`config.mk`:
```
export PLATFORM = sky130hd
export DESIGN_NAME = vga_timing_ctrl
export DESIGN_NICKNAME = d
export VERILOG_FILES = /design/src/rtl/vga_timing_pkg.sv /design/src/rtl/vga_axis_counter.sv /design/src/rtl/vga_timing_ctrl.sv
export SDC_FILE = /design/constraint.sdc
export NUM_CORES = 1
export LEC_CHECK = 0
export BUFFER_PORTS_ARGS = -buffer_cell sky130_fd_sc_hd__buf_2
export CAP_MARGIN = 0
export CORE_MARGIN = 5
export CORE_UTILIZATION = 45
export CTS_CLUSTER_SIZE = 12
export DETAILED_ROUTE_END_ITERATION = 10
export GPL_TIMING_DRIVEN = 0
export HOLD_SLACK_MARGIN = 0.1
export PLACE_DENSITY = 0.8
export SLEW_MARGIN = 5
export SYNTH_ARGS = -nofsm -noshare
export SYNTH_HDL_FRONTEND = slang
export SYNTH_HIERARCHICAL = 1
export SYNTH_SLANG_ARGS = --single-unit
```
`constraint.sdc`:
```
create_clock -name clock -period 2.05 [get_ports clock]
set_input_delay 0.205 -clock clock [delete_from_list [all_inputs] [get_ports clock]]
set_output_delay 0.205 -clock clock [all_outputs]
set_load 0.1 [all_outputs]
```
`src/rtl/vga_timing_pkg.sv`:
```
// rtl/vga_timing_pkg.sv - shared VGA timing constants, widths and window helper functions
package vga_timing_pkg;

    localparam int COORD_W = 10;
    localparam int COORD_MAX_TOTAL = 1 << COORD_W;

    localparam int ACTIVE_LOW  = 0;
    localparam int ACTIVE_HIGH = 1;

    // 640x480@60 with a 25.175 MHz pixel rate
    localparam int DEF_H_VISIBLE = 640;
    localparam int DEF_H_FRONT   = 16;
    localparam int DEF_H_SYNC    = 96;
    localparam int DEF_H_BACK    = 48;
    localparam int DEF_V_VISIBLE = 480;
    localparam int DEF_V_FRONT   = 10;
    localparam int DEF_V_SYNC    = 2;
    localparam int DEF_V_BACK    = 33;

    function automatic int axis_total(input int visible, input int front,
                                      input int sync, input int back);
        return visible + front + sync + back;
    endfunction

    function automatic int sync_start(input int visible, input int front);
        return visible + front;
    endfunction

    function automatic int sync_end(input int visible, input int front, input int sync);
        return visible + front + sync;
    endfunction

endpackage

```
`src/rtl/vga_axis_counter.sv`:
```
// rtl/vga_axis_counter.sv - wrapping position counter with visible and sync window decode
module vga_axis_counter
    import vga_timing_pkg::*;
#(
    parameter int TOTAL      = 800,
    parameter int VISIBLE    = 640,
    parameter int SYNC_START = 656,
    parameter int SYNC_END   = 752
) (
    input  logic               clock,
    input  logic               reset,
    input  logic               adv,
    output logic [COORD_W-1:0] count,
    output logic               wrap,
    output logic               visible,
    output logic               in_sync
);

    logic [COORD_W-1:0] count_q, count_d;
    logic               last;

    always_comb begin
        last    = (count_q == COORD_W'(TOTAL - 1));
        wrap    = adv && last;
        count_d = count_q;
        if (adv) begin
            count_d = last ? '0 : count_q + 1'b1;
        end
    end

    // One extra bit so window bounds equal to 2**COORD_W still compare correctly
    assign visible = ({1'b0, count_q} < (COORD_W + 1)'(VISIBLE));
    assign in_sync = ({1'b0, count_q} >= (COORD_W + 1)'(SYNC_START)) &&
                     ({1'b0, count_q} <  (COORD_W + 1)'(SYNC_END));
    assign count   = count_q;

    always_ff @(posedge clock) begin
        if (reset) begin
            count_q <= '0;
        end else begin
            count_q <= count_d;
        end
    end

endmodule

```
`src/rtl/vga_timing_ctrl.sv`:
```
// rtl/vga_timing_ctrl.sv - VGA raster sequencer; optional VGA_TIMING_FRAME_CNT_EN adds frame_cnt
module vga_timing_ctrl
    import vga_timing_pkg::*;
#(
    parameter int H_VISIBLE = DEF_H_VISIBLE,
    parameter int H_FRONT   = DEF_H_FRONT,
    parameter int H_SYNC    = DEF_H_SYNC,
    parameter int H_BACK    = DEF_H_BACK,
    parameter int V_VISIBLE = DEF_V_VISIBLE,
    parameter int V_FRONT   = DEF_V_FRONT,
    parameter int V_SYNC    = DEF_V_SYNC,
    parameter int V_BACK    = DEF_V_BACK,
    parameter int HSYNC_POL = ACTIVE_LOW,
    parameter int VSYNC_POL = ACTIVE_LOW,
    parameter int CLK_DIV   = 1
) (
    input  logic               clock,
    input  logic               reset,
    input  logic               ena,
    output logic               pix_tick,
    output logic               hsync,
    output logic               vsync,
    output logic               de,
    output logic [COORD_W-1:0] x,
    output logic [COORD_W-1:0] y,
    output logic               line_start,
    output logic               frame_start,
`ifdef VGA_TIMING_FRAME_CNT_EN
    output logic [7:0]         frame_cnt,
`endif
    output logic               vblank
);

    localparam int H_TOTAL = axis_total(H_VISIBLE, H_FRONT, H_SYNC, H_BACK);
    localparam int V_TOTAL = axis_total(V_VISIBLE, V_FRONT, V_SYNC, V_BACK);
    localparam int DIV_W   = (CLK_DIV > 1) ? $clog2(CLK_DIV) : 1;
    localparam logic HS_ACT = (HSYNC_POL != 0);
    localparam logic VS_ACT = (VSYNC_POL != 0);

    if (H_TOTAL > COORD_MAX_TOTAL || V_TOTAL > COORD_MAX_TOTAL) begin : g_total_check
        $error("vga_timing_ctrl: H_TOTAL/V_TOTAL exceed 1024");
    end
    if (CLK_DIV < 1) begin : g_div_check
        $error("vga_timing_ctrl: CLK_DIV must be >= 1");
    end

    logic [DIV_W-1:0]   div_q, div_d;
    logic               tick;
    logic [COORD_W-1:0] h_count, v_count;
    logic               h_wrap, v_wrap, h_vis, v_vis, h_in_sync, v_in_sync;

    logic               pix_tick_q, pix_tick_d;
    logic               hsync_q, hsync_d;
    logic               vsync_q, vsync_d;
    logic               de_q, de_d;
    logic [COORD_W-1:0] x_q, x_d;
    logic [COORD_W-1:0] y_q, y_d;
    logic               line_start_q, line_start_d;
    logic               frame_start_q, frame_start_d;
    logic               vblank_q, vblank_d;
    // Set when the next tick will present the frame origin (after reset or a frame wrap)
    logic               at_origin_q, at_origin_d;

    always_comb begin
        tick  = ena && (div_q == DIV_W'(CLK_DIV - 1));
        div_d = div_q;
        if (ena) begin
            div_d = tick ? '0 : div_q + 1'b1;
        end
    end

    vga_axis_counter #(
        .TOTAL      (H_TOTAL),
        .VISIBLE    (H_VISIBLE),
        .SYNC_START (sync_start(H_VISIBLE, H_FRONT)),
        .SYNC_END   (sync_end(H_VISIBLE, H_FRONT, H_SYNC))
    ) u_h_counter (
        .clock   (clock),
        .reset   (reset),
        .adv     (tick),
        .count   (h_count),
        .wrap    (h_wrap),
        .visible (h_vis),
        .in_sync (h_in_sync)
    );

    vga_axis_counter #(
        .TOTAL      (V_TOTAL),
        .VISIBLE    (V_VISIBLE),
        .SYNC_START (sync_start(V_VISIBLE, V_FRONT)),
        .SYNC_END   (sync_end(V_VISIBLE, V_FRONT, V_SYNC))
    ) u_v_counter (
        .clock   (clock),
        .reset   (reset),
        .adv     (h_wrap),
        .count   (v_count),
        .wrap    (v_wrap),
        .visible (v_vis),
        .in_sync (v_in_sync)
    );

    always_comb begin
        pix_tick_d    = 1'b0;
        line_start_d  = 1'b0;
        frame_start_d = 1'b0;
        hsync_d       = hsync_q;
        vsync_d       = vsync_q;
        de_d          = de_q;
        x_d           = x_q;
        y_d           = y_q;
        vblank_d      = vblank_q;
        at_origin_d   = at_origin_q;
        if (tick) begin
            pix_tick_d    = 1'b1;
            x_d           = h_count;
            y_d           = v_count;
            de_d          = h_vis && v_vis;
            hsync_d       = h_in_sync ? HS_ACT : ~HS_ACT;
            vsync_d       = v_in_sync ? VS_ACT : ~VS_ACT;
            vblank_d      = ~v_vis;
            line_start_d  = (h_count == '0);
            frame_start_d = at_origin_q;
            at_origin_d   = v_wrap;
        end else if (!ena) begin
            de_d    = 1'b0;
            hsync_d = ~HS_ACT;
            vsync_d = ~VS_ACT;
        end
    end

    always_ff @(posedge clock) begin
        if (reset) begin
            div_q         <= '0;
            pix_tick_q    <= 1'b0;
            hsync_q       <= ~HS_ACT;
            vsync_q       <= ~VS_ACT;
            de_q          <= 1'b0;
            x_q           <= '0;
            y_q           <= '0;
            line_start_q  <= 1'b0;
            frame_start_q <= 1'b0;
            vblank_q      <= 1'b0;
            at_origin_q   <= 1'b1;
        end else begin
            div_q         <= div_d;
            pix_tick_q    <= pix_tick_d;
            hsync_q       <= hsync_d;
            vsync_q       <= vsync_d;
            de_q          <= de_d;
            x_q           <= x_d;
            y_q           <= y_d;
            line_start_q  <= line_start_d;
            frame_start_q <= frame_start_d;
            vblank_q      <= vblank_d;
            at_origin_q   <= at_origin_d;
        end
    end

`ifdef VGA_TIMING_FRAME_CNT_EN
    logic [7:0] frame_cnt_q, frame_cnt_d;

    always_comb begin
        frame_cnt_d = frame_start_d ? frame_cnt_q + 8'd1 : frame_cnt_q;
    end

    always_ff @(posedge clock) begin
        if (reset) begin
            frame_cnt_q <= 8'd0;
        end else begin
            frame_cnt_q <= frame_cnt_d;
        end
    end

    assign frame_cnt = frame_cnt_q;
`endif

    assign pix_tick    = pix_tick_q;
    assign hsync       = hsync_q;
    assign vsync       = vsync_q;
    assign de          = de_q;
    assign x           = x_q;
    assign y           = y_q;
    assign line_start  = line_start_q;
    assign frame_start = frame_start_q;
    assign vblank      = vblank_q;

endmodule

```
**Word-level counts from Yosys, hierarchy flattened**

Cells that the tools add are included.

- Output and inout bits: 27
- Bits of input ports: 3
- Bits in read-only memories: 0
- Bits in latches: 0
- Word-level logic and storage cells: 47
- RAM bits: 0
- Memories kept: 0
- Flip-flop bits (word level): 49

- Multiply operators: 0
- Equal/unequal tests: 3
- Shifts and indexed selects: 0
- Bitwise operators: 3
- Magnitude comparators: 6
- Muxes and demuxes: 11
- $add $sub $neg: 3
- Div/mod/pow operators: 0
- Reductions and logical operators: 8

Operators by type and width:

| operator | count |
|---|---|
| adder 10 x 1 -> 10 bit, second input constant | 2 |
| == test 10 bit, second input constant | 2 |
| less-than comparator 10 bit, second input constant | 2 |
| less-than comparator 10 x 9 -> 1 bit, second input constant | 2 |
| 2-to-1 mux 10 bit | 2 |
| greater-or-equal comparator 10 bit, second input constant | 1 |
| greater-or-equal comparator 10 x 9 -> 1 bit, second input constant | 1 |
| logical NOT 10 bit | 1 |
| 2-to-1 mux 1 bit | 9 |
| logical AND 1 bit | 6 |
| NOT 1 bit | 3 |
| != test 2 x 1 -> 1 bit, second input constant | 1 |
| OR reduction 2 bit | 1 |
| adder 1 bit, second input constant | 1 |

**Longest topological paths before layout**

Gate-level depths: netlist of the first run.

- Depth after elaboration: 4
- Mapped depth: 11
- Depth with buffers taken out: 8

**Modules after synthesis**

The synthesis of the first run kept the hierarchy.

Modules (own cells, without submodules):

| module | cells an instance | times used | sequential area each (µm²) | area each (µm²) |
|---|---|---|---|---|
| vga_timing_ctrl | 121 | 1 | 580.6 | 1,017.2 |
| vga_axis_counter at u_h_counter | 61 | 1 | 200.2 | 559.3 |
| vga_axis_counter at u_v_counter | 58 | 1 | 200.2 | 529.3 |

**Worst setup path after synthesis of the first run**

Ideal clock, no wire load.

- Path kind: reg-to-reg
- Start point: register div_q
- End point: register u_v_counter.count_q[9], in the netlist u_v_counter/count[9]
- Slack: -0.195 ns
- Clock period less this slack: 2.245 ns
- Data required time: 1.980 ns
- Cell stages (with the launch flop): 11
- Setup time: 0.070 ns
- Path buffers: 3
- Arrival time: 2.175 ns
- Cells stage by stage: dfxtp_1 > nand2b_4 > inv_2 > buf_2 > buf_4 > nand4_4 > nor3_1 > buf_2 > nand4_4 > or4_1 > a21oi_1

- Longest elaborated chain between the ends: 3

Ends and longest elaborated chain:

| what | line | RTL |
|---|---|---|
| start: declaration | vga_timing_ctrl.sv:47 | `logic [DIV_W-1:0] div_q, div_d;` |
| start signal: assignment | vga_timing_ctrl.sv:145 | `div_q <= div_d;` |
| NOT 1 bit | vga_timing_ctrl.sv:65 | `tick = ena && (div_q == DIV_W'(CLK_DIV - 1));` |
| logical AND 1 bit | vga_timing_ctrl.sv:65 |  |
| logical AND 1 bit | vga_axis_counter.sv:24 | `wrap = adv && last;` |
| net h_wrap | vga_timing_ctrl.sv:50 | `logic h_wrap, v_wrap, h_vis, v_vis, h_in_sync, v_in_sync;` |
| end signal: assignment | vga_axis_counter.sv:41 | `count_q <= count_d;` |
| end: declaration | vga_axis_counter.sv:19 | `logic [COORD_W-1:0] count_q, count_d;` |

The timed path passes the listed nets, and every way through them passes these cells.
A chain may end at the register's enable or synchronous reset.

**Worst setup path in the final report of the first run**

- Start point: register div_q
- End point: register u_v_counter.count_q[7], in the netlist u_v_counter/count[7]

Same word-level chain as after synthesis.

==> results_dict.tcl, run 1 <==
set metrics [dict create \
    status "finished, final reports clean" \
    drc 0 \
    synth_top_area_share_pct 46.6 \
    start_kind "flop" \
    p_per_area_nw_per_um2 734 \
    hold_path_depth 2 \
    tritoncts "done" \
    dp.cells 321 \
    drv_slew 0 \
    synth_top_cell_by_area "dfxtp_1" \
    start_util_pct 47.4 \
    fmax_ghz 0.509 \
    clock_path_buffers 2 \
    synth_fp_nets 247 \
    final_common_cell "nand2_1" \
    min_period_ns 1.97 \
    grt_pass1_wl_mm 8.07 \
    antenna_cells 0 \
    grt_start_max_net_pins 17 \
    numPortBuffers 29 \
    first_pass_iters 4 \
    worst_pin_slew_ns 0.490 \
    antenna_found_initial 0 \
    synth_ff_type "dfxtp_1" \
    reg2reg_from "div_q" \
    wl_per_cell_um 14.8 \
    first_iter_violations 148 \
    cp_data_required_time_ns 2.29 \
    grt_pass1_vias 1671 \
    ctsHoldBuffers 0 \
    path_common_cell "nand4_4" \
    ys_seq_area_share_pct 46.6 \
    final_cell_mix "nand2_1 (55), dfxtp_1 (45), buf_2 (32)" \
    ios 30 \
    whs_ns 0.121 \
    period_share_pct 95.9 \
    synth_edf_count 0 \
    final_nets 289 \
    fp.dieArea_um2 6150 \
    antenna_left 0 \
    hold_violations 0 \
    area_growth_pct 20.9 \
    yosys_register_bits 49 \
    clk_latency_ns 0.30 \
    hold_start "ena" \
    syn_avg_cell_area_um2 8.77 \
    syn_area_um2 2110 \
    syn-instance-count 240 \
    fp.coreArea_um2 4440 \
    hpwlAfterDp_mm 3.27 \
    cpPeakStageDelay_ns 0.52 \
    gr-total-overflow 0 \
    fillCellCount 415 \
    dieHeight_um 78.4 \
    cp-startpoint "div_q" \
    max_slew_margin_pct 67.3 \
    p_total_mw 1.87 \
    htree_num_levels 2 \
    crit_arrival_ns 2.21 \
    clock_sinks 49 \
    placementRows 24 \
    cts.clk_slew.worst_paths_ns 0.09 \
    power.leakage_nw 0.971 \
    die_width_um 78.4 \
    setup_viol 0 \
    clock_skew_ns 0.00516 \
    max-vdd-ir-drop_v 0.000276 \
    via_count 1834 \
    drv_cap 0 \
    yosysWarnings 6 \
    layout-drive-gt1-share_pct 26.9 \
    ys_types 43 \
    stdcell_count 335 \
    ys_async_sr_fraction_pct 0 \
    cts_root_buf "clkbuf_8" \
    cp_max_fo 6 \
    synth_area_leaders "dfxtp_1 (47%), nand2_1 (9.8%), a21oi_1 (6.7%)" \
    slowest_stage "or4_4" \
    r2r_cells 9 \
    tns_ns 0 \
    numCtsBuffers 5 \
    via_per_inst 5.47 \
    crit_chain "nand2b_4, inv_4, buf_12, nand4_4, nor3_2, buf_4, nand4_4, or4_4, a21oi_2" \
    crit_path_end_kind "flop" \
    gp_congestion 0.769 \
    totalWireLength_mm 4.96 \
    grt_usage_pct 16.4 \
    hold_class "input port to flop" \
    critPathKind "flop to flop" \
]
per-layer routing:
layer | GRT usage, % | wire (um) | vias up
li1 | - | - | 915
met1 | 19.5 | 2090 | 855
met2 | 28.6 | 2470 | 57
met3 | 4.81 | 336 | 7
met4 | 5.07 | 59 | 0
met5 | 0 | 0 | -
final cells by class:
cell class	count	area [um^2]	area share (%)
multi-input cells	173	1070	42.0
inverters	9	36.3	1.43
repair buffers	35	203	7.96
well taps	52	65.1	2.56
clock inverters	2	37.5	1.47
plain buffers	9	61.3	2.41
flip-flops and latches	49	991	38.9
clock buffers	6	82.6	3.24
sequential cells by signal (all words and copies together), names as in the netlist:
name and flops:
hsync 1, frame_start 1, y 10, div_q 1, u_h_counter/count 10, vsync 1
x 10, u_v_counter/count 10, de 1, vblank 1, line_start 1, pix_tick 1
at_origin_q 1
where the power goes:
group          leakage, nW  switching [mW]  internal (mW)
Combinational        0.514           0.118         0.0397
Clock               0.0574           0.330          0.397
Sequential           0.399          0.0184          0.966
Total                0.971           0.467           1.40
synth_stat cells, drive strengths merged (6+ instances only):
cell type	count
or3	7
nand2	55
o31ai	6
buf	7
xor2	6
a21oi	29
inv	9
nor2	13
dfxtp	49
o21ai	7
nand4	8
path summary, 6_finish.rpt:
path | end | slack [ns]
max | u_v_counter/count[7] | 0.08
min reg2reg | x[0] | 0.45
min | div_q | 0.12
max reg2reg | u_v_counter/count[7] | 0.08
worst max-delay path, delay by kind of cell (launching register included):
kind | cells | cell delay [ns]
buffers and inverters | 3 | 0.36
AND/OR/NAND/NOR | 5 | 1.05
flip-flops | 1 | 0.38
AO/OA/AOI/OAI | 1 | 0.13
what timing repair did:
item                       CTS  global route
pin swaps                    4             3
setup endpoints to repair   10            10
gates resized for setup      6             4
cloned                       0             1
setup buffers                4             2
stage by stage:
step	worst slack, ns	util, %	instance area (um^2)
after CTS	0.00722	56.1	2490
final	0.0844	57.3	2550
after global placement	-0.276	52.6	2340
after detailed placement	-0.274	52.6	2340
after global routing	-0.0195	57.3	2550
after floorplan	-0.00168	-	2130
kinds of logic after synthesis:
logic type      count (synthesis)  share of synthesized area, %
fa+ha+maj                       4                          2.38
simple gates                  111                          28.6
flops                          49                          46.6
mux                             4                          1.90
buf+inv                        19                          4.04
compound gates                 45                          13.2
xor+xnor                        8                          3.33
(Power assumes the default switching activity.)
==> run 2: changes to the inputs <==
--- a/config.mk
+++ b/config.mk
@@ -8,12 +8,13 @@
 export BUFFER_PORTS_ARGS = -buffer_cell sky130_fd_sc_hd__buf_2
 export CAP_MARGIN = 0
 export CORE_MARGIN = 5
-export CORE_UTILIZATION = 45
+export CORE_UTILIZATION = 50
 export CTS_CLUSTER_SIZE = 12
 export DETAILED_ROUTE_END_ITERATION = 10
 export GPL_TIMING_DRIVEN = 0
 export HOLD_SLACK_MARGIN = 0.1
-export PLACE_DENSITY = 0.8
+export PLACE_DENSITY = 0.86
+export REMOVE_ABC_BUFFERS = 1
 export SLEW_MARGIN = 5
 export SYNTH_ARGS = -nofsm -noshare
 export SYNTH_HDL_FRONTEND = slang
==> constraint.sdc (replaced) <==
create_clock -name clock -period 2.05 [get_ports clock]
set_input_delay 0.205 -clock clock [delete_from_list [all_inputs] [get_ports clock]]
set_output_delay 0.205 -clock clock [all_outputs]
set_load 0.02 [all_outputs]
==> run 2 against run 1 <==
Net effect: non-clock buffer count down 1; via count is 0.38% lower; first-iteration DRC count increased by 2.0%; register-to-register slack got worse by 0.02 ns; routed wire length down 2.6%; hold slack improved by 0.023 ns; clock skew increased by 0.0013 ns; core utilization increased by 5.1 points; flip-flop and latch count unchanged; sequential share of layout area up 0.50 points; global-route usage up 1.3 points; maximum frequency decreased by 0.83%.
==> results_dict.tcl, run 2 (synthesis results as in run 1) <==
set metrics [dict create \
    status "finished, final reports clean" \
    fp.dieArea_um2 5610 \
    max_slew_margin_pct 62.9 \
    numPortBuffers 29 \
    min_period_ns 1.98 \
    start_kind "flop" \
    antenna_left 0 \
    via_count 1827 \
    gr-total-overflow 0 \
    wl_per_cell_um 14.5 \
    grt_pass1_vias 1597 \
    max-vdd-ir-drop_v 0.000411 \
    grt_usage_pct 17.7 \
    grt_pass1_wl_mm 7.49 \
    via_per_inst 5.47 \
    clock_path_buffers 2 \
    ios 30 \
    layout-drive-gt1-share_pct 26.4 \
    worst_pin_slew_ns 0.556 \
    critPathKind "flop to flop" \
    placementRows 23 \
    p_per_area_nw_per_um2 653 \
    htree_num_levels 2 \
    drv_slew 0 \
    ctsHoldBuffers 0 \
    hpwlAfterDp_mm 2.67 \
    clock_sinks 49 \
    tns_ns 0 \
    crit_path_end_kind "flop" \
    fillCellCount 365 \
    numCtsBuffers 5 \
    hold_class "input port to flop" \
    place_ws_ns -1.29 \
    first_iter_violations 151 \
    cp_data_required_time_ns 2.29 \
    fmax_ghz 0.505 \
    totalWireLength_mm 4.83 \
    grt_start_max_net_pins 32 \
    clock_skew_ns 0.00650 \
    fp.coreArea_um2 4030 \
    dieHeight_um 74.9 \
    start_util_pct 52.3 \
    worst_slack_ns 0.0679 \
    drv_cap 0 \
    final_cell_mix "nand2_1 (55), dfxtp_1 (45), buf_2 (29)" \
    setup_viol 0 \
    drc 0 \
    gp_congestion 0.802 \
    first_pass_iters 5 \
    cts.clk_slew.worst_paths_ns 0.09 \
    clk_latency_ns 0.30 \
    tritoncts "done" \
    final_nets 290 \
    crit_arrival_ns 2.22 \
    power.leakage_nw 0.957 \
    die_width_um 74.9 \
    area_growth_pct 19.4 \
    antenna_cells 0 \
    period_share_pct 96.7 \
    hold_violations 0 \
    cp_max_fo 7 \
    cts_root_buf "clkbuf_8" \
    final_common_cell "nand2_1" \
    antenna_found_initial 0 \
]
run 2: cell types whose count changed in the layout (fill, tap and decap cells not counted), sizes merged:
cell,change
buf,+2
bufinv,-1
clkbuf,-1
clkinvlp,-1
inv,+1
nand2b,+1
run 2: path summary, 6_finish.rpt:
check,from,to,slack (ns),depth (start not counted)
setup / recovery,div_q,u_v_counter/count[7],0.07,8
hold / removal,ena,div_q,0.14,2
setup reg to reg,div_q,u_v_counter/count[7],0.07,8
hold reg to reg,y[3],y[3],0.46,2
run 2: worst max-delay path: stages, from the launching register on:
cell,delay (ns)
dfxtp_2,0.37
nand2b_4,0.21
inv_12,0.08
nand4_4,0.09
nor3_4,0.23
buf_4,0.17
nand4_4,0.10
or4_1,0.50
a21oi_1,0.15
run 2: repair_timing:
action                                  in CTS  in global routing
cloned                                       1                  2
buffers inserted                             6                  8
endpoints found under the setup margin      12                 10
pin swaps                                    2                  3
hold endpoints to repair                     0                  0
resized for setup                            8                  5
run 2: per-layer routing:
layer / wire (um) / part of all wire [%] / up-vias / track usage (%)
met1: 2100 / 43 / 867 / 20.6
met5: 0 / 0 / - / 0
li1: - / - / 915 / -
met2: 2450 / 51 / 35 / 30.8
met3: 183 / 3.8 / 10 / 4.27
met4: 97 / 2.0 / 0 / 7.51
run 2: report_power, final:
part           switching, mW  internal (mW)
logic                 0.0697         0.0371
clock network          0.306          0.243
registers             0.0170          0.967
run 2: layout make-up:
class                           count  area, um^2  share of cell area [%]
Multi-Input combinational cell    174        1070                    42.8
Sequential cell                    49         991                    39.4
Timing Repair inverter              1        8.76                   0.348
Clock buffer                        8        80.1                    3.19
Inverter                            9        46.3                    1.84
Tap cell                           50        62.6                    2.49
Timing Repair Buffer               43         250                    9.96
run 2: stage by stage:
stage	hold slack [ns]	util (%)	area, um^2	std cells	power (mW)
after CTS	0.149	60.1	2420	324	1.64
after floorplan	0.274	-	2050	230	1.06
after global placement	0.433	56.1	2260	309	1.09
after detailed placement	0.436	56.1	2260	309	1.09
after global routing	0.143	62.4	2510	334	1.71
final	0.144	62.4	2510	334	1.64
